`src/rtl/relu_maxpool2x2.sv`:
```
// Streaming ReLU followed by 2x2 / stride-2 max pooling over a W x H raster feature map.
// Even rows park their horizontal pair maxima in a half-width line buffer until the odd row arrives.
module relu_maxpool2x2 #(
  parameter int DW = 10,
  parameter int W  = 24,
  parameter int H  = 24
) (
  input  logic                 clk,
  input  logic                 rst_n,
  input  logic                 in_valid,
  input  logic signed [DW-1:0] in_data,
  output logic                 out_valid,
  output logic signed [DW-1:0] out_data,
  output logic                 frame_done
);

  localparam int CW = (W > 2) ? $clog2(W) : 1;
  localparam int RW = (H > 2) ? $clog2(H) : 1;
  localparam int LW = (W > 2) ? $clog2(W / 2) : 1;

  localparam logic [CW-1:0] COL_LAST = CW'(W - 1);
  localparam logic [RW-1:0] ROW_LAST = RW'(H - 1);

  logic [CW-1:0] col;
  logic [RW-1:0] row;
  logic [DW-1:0] h;
  logic [DW-1:0] linebuf [W/2];

  logic [DW-1:0] r;
  logic [DW-1:0] m;
  logic [DW-1:0] lb_rd;
  logic [DW-1:0] p;
  logic [LW-1:0] lb_idx;
  logic          lb_we;

  // After clamping, both operands are non-negative, so plain unsigned compares give the signed maximum.
  assign r      = in_data[DW-1] ? '0 : in_data;
  assign m      = (h > r) ? h : r;
  assign lb_idx = LW'(col >> 1);
  assign lb_rd  = linebuf[lb_idx];
  assign p      = (lb_rd > m) ? lb_rd : m;
  assign lb_we  = rst_n && in_valid && col[0] && !row[0];

  // NOTE: the line buffer has no reset; every entry is written on an even row before the
  // odd row reads it, so clearing it would only cost a reset fan-out across the array.
  always_ff @(posedge clk) begin
    if (lb_we) linebuf[lb_idx] <= m;
  end

  // NOTE: all state uses non-blocking assignments so every register samples pre-edge values.
  always_ff @(posedge clk) begin
    if (!rst_n) begin
      col        <= '0;
      row        <= '0;
      h          <= '0;
      out_valid  <= 1'b0;
      out_data   <= '0;
      frame_done <= 1'b0;
    end else begin
      out_valid  <= 1'b0;
      frame_done <= 1'b0;
      if (in_valid) begin
        if (!col[0]) begin
          h <= r;
        end else if (row[0]) begin
          out_valid  <= 1'b1;
          out_data   <= p;
          frame_done <= (row == ROW_LAST) && (col == COL_LAST);
        end

        if (col == COL_LAST) begin
          col <= '0;
          row <= (row == ROW_LAST) ? '0 : row + 1'b1;
        end else begin
          col <= col + 1'b1;
        end
      end
    end
  end

endmodule

```
`config.mk`:
```
export PLATFORM = sky130hd
export DESIGN_NAME = relu_maxpool2x2
export DESIGN_NICKNAME = d
export VERILOG_FILES = /design/src/rtl/relu_maxpool2x2.sv
export SDC_FILE = /design/constraint.sdc
export NUM_CORES = 1
export LEC_CHECK = 0
export ABC_AREA = 1
export CAP_MARGIN = 5
export CORE_UTILIZATION = 30
export CTS_CLUSTER_DIAMETER = 40
export DETAILED_ROUTE_END_ITERATION = 7
export SLEW_MARGIN = 20
export SYNTH_ARGS = -nofsm -noshare
export SYNTH_HDL_FRONTEND = slang
export SYNTH_SLANG_ARGS = --single-unit
```
`constraint.sdc`:
```
create_clock -name clk -period 3.8 [get_ports clk]
set_input_delay 0.57 -clock clk [delete_from_list [all_inputs] [get_ports clk]]
set_output_delay 0.57 -clock clk [all_outputs]
set_load 0.1 [all_outputs]
```
==> results.json <==
{
  "cts_root_buf": "clkbuf_16",
  "r2r-end": "out_data[0]",
  "p_clk_frac": 0.445,
  "intPower_mw": 3.03,
  "synth_cell_types": 32,
  "critPathLaunchType": "input pin",
  "async_reset_ff_frac": 0,
  "p_seq_frac": 0.440,
  "antenna_left": 0,
  "clock_skew_ns": 0.00978,
  "drcViolationCount": 0,
  "cp-end-kind": "register",
  "dp.cells": 1021,
  "post-route-util": 0.373,
  "port_buffers": 23,
  "pwr-share-comb": 0.115,
  "grt_pass1_wl_um": 24200,
  "rsz0062_at_grt": "false",
  "gp_congestion": 0.782,
  "finalHoldViolations": 0,
  "grt_antenna_before_repair": 0,
  "postCtsSetupRepairBufs": 0,
  "synth-seq-cells": 142,
  "maxSlewHeadroom": 0.349,
  "antenna_cells": 0,
  "fp-row-count": 53,
  "hp-class": "register to register",
  "netlist_area_sq_um": 6550,
  "drive_above_1_share": 0.106,
  "ys.flop_type": "edfxtp_1",
  "cp_data_arrival_time_ns": 3.65,
  "yosys-top-cells-area": "edfxtp_1 (49%), dfxtp_1 (10%), nand2_1 (10%)",
  "start_util": 0.309,
  "die_w_um": 150,
  "cts_resized": 0,
  "ys_warn_count": 0,
  "hpwlAfterDp_um": 9820,
  "netlist_instances": 706,
  "p_sw_frac": 0.231,
  "finalNonFillerCells": 1052,
  "totalWireLength_um": 14700,
  "status": "complete, no violations",
  "synth_edf_count": 108,
  "max_freq_mhz": 297,
  "syn_nets": 739,
  "grt_max_degree": 59,
  "ir_drop_mv": 0.339,
  "clkTransAtPathRegs_ns": 0.06,
  "drt_first_pass_iters": 5,
  "cts_buffer_depth": 2,
  "placed_area_sq_um": 7290,
  "total_leakage_power_nw": 3.29,
  "holdWs_ns": 0.469,
  "grt_use_total": 0.142,
  "yosysSeqAreaShare": 0.599,
  "ioPinCount": 25,
  "areaGrowthSynthToFinish_pct": 20.8,
  "dieArea_sq_um": 22400,
  "gr-total-overflow": 0,
  "cts.sinks": 142,
  "fin_nets": 798,
  "path_max_fanout": 18,
  "power_mw": 3.94,
  "slew_viol_final": 0,
  "avgSynthCellArea_sq_um": 9.28,
  "ctsHoldBuffers": 0,
  "worstPathRequired_ns": 4.08,
  "post_drt_wl_per_cell_um": 14.0,
  "synth_top_cell_by_area": "edfxtp_1",
  "setup_viol": 0,
  "power.switching_uw": 911,
  "reg2reg_depth": 16,
  "clkLatencyLatePin_ns": 0.42,
  "max-cap-violations": 0,
  "mostFrequentLayoutCells": "nand2_1 (174), edfxtp_1 (108), inv_1 (98), nand3_1 (75), nor2_1 (68)",
  "yosys.area.top_type_share": 0.495,
  "period_needed_ns": 3.36,
  "fp.coreArea_sq_um": 21200,
  "final_common_cell": "nand2_1",
  "vias": 4739,
  "htreeDepth": 4,
  "hold_path_end": "out_data[5]",
  "grt_pass1_vias": 4623,
  "vias_per_cell": 4.50,
  "cts_tree": "done",
  "post-route-period-util": 0.885,
  "fill_cells": 2116,
  "drtIter0Drc": 419,
  "critPathKind": "input pin to register",
  "hold_path_depth": 2,
  "tightest_slew_ns": 0.973,
  "fin_area_sq_um": 7920,
  "cts_inserted_buffers": 17,
  "ff2ff_setup_slack_ns": 0.89,
  "power_density_nw_per_um2": 497,
  "hp-start": "out_data[5]",
  "dieHeight_um": 150
}
-- logic make-up (layout without fill, tap and decap cells) --
family / after synthesis / in the layout / share of synthesized area
buf+inv: 131 / 202 / 0.0861
xor+xnor: 2 / 2 / 0.00267
flops: 142 / 142 / 0.599
simple gates: 326 / 326 / 0.206
other cells: 1 / 1 / 0.000572
compound gates: 84 / 84 / 0.0676
fa+ha+maj: 20 / 20 / 0.0382
-- worst max-delay path, cell delays in order --
cell and delay, ns:
clkdlybuf4s50_1 0.44, inv_2 0.13, nand2_1 0.09, ha_1 0.30, inv_1 0.04, nor2_1 0.19
nand3_1 0.10, nand3_1 0.16, buf_4 0.16, nand3_1 0.09, nand2_1 0.10, inv_1 0.06
ha_1 0.29, nand2_1 0.05, nor2_1 0.16, nand3_1 0.11, nand3_1 0.13, nand2_4 0.15
nor2_1 0.15, nor2_1 0.05, nand2_1 0.07, a21oi_1 0.05
-- cells in the mapped netlist (all sizes together), types with 3 or more instances --
cell type,count
buf,25
edfxtp,108
inv,100
o211ai,3
nand2,176
nor2,68
o21ai,44
clkinv,4
dfxtp,34
ha,20
nand4,4
nand3,75
a21oi,32
-- per-layer routing --
metal | GRT usage | vias up | share of wire
li1 | - | 2433 | -
met1 | 0.188 | 2191 | 0.47
met2 | 0.236 | 98 | 0.48
met3 | 0.0241 | 17 | 0.036
met4 | 0.0449 | 0 | 0.015
met5 | 0 | - | 0
-- registers in the layout, indices dropped and copies added (netlist names), named ones only --
name,flops
row,5
frame_done,1
h,9
out_valid,1
linebuf,108
col,5
out_data,9
-- power groups by stage --
stage                     registers (mW)  logic (mW)  clock network, mW
after floorplan                     1.76       0.294                  0
after global placement              1.76       0.441                  0
after detailed placement            1.76       0.450                  0
after CTS                           1.73       0.452               1.78
after global routing                1.73       0.513               1.84
final                               1.73       0.453               1.75
-- how the worst max path moves through the flow --
| stage | start | to | slack, ns |
|---|---|---|---|
| after floorplan | in_data[9] | out_data[8] | 0.46 |
| after global routing | in_data[9] | out_data[0] | 0.01 |
| after detailed placement | in_data[9] | out_data[0] | -0.13 |
| final | in_data[9] | out_data[0] | 0.44 |
| after CTS | in_data[9] | out_data[0] | 0.30 |
| after global placement | in_data[9] | out_data[4] | -0.09 |
-- layout make-up --
type / count / area, sq um / area share
repair buffers: 67 / 561 / 0.0708
clock buffers: 18 / 429 / 0.0542
multi-input cells: 433 / 2070 / 0.262
clock inverters: 13 / 196 / 0.0248
flip-flops and latches: 142 / 3930 / 0.496
well taps: 275 / 344 / 0.0435
inverters: 104 / 392 / 0.0495
-- metrics by stage --
step / setup TNS, ns / setup slack [ns]
6_report: 0 / 0.435
5_1_grt: 0 / 0.0130
3_5_place_dp: -1.05 / -0.130
4_1_cts: 0 / 0.303
3_3_place_gp: -0.471 / -0.0907
2_1_floorplan: 0 / 0.465
Power figures use the tool's default switching activity.
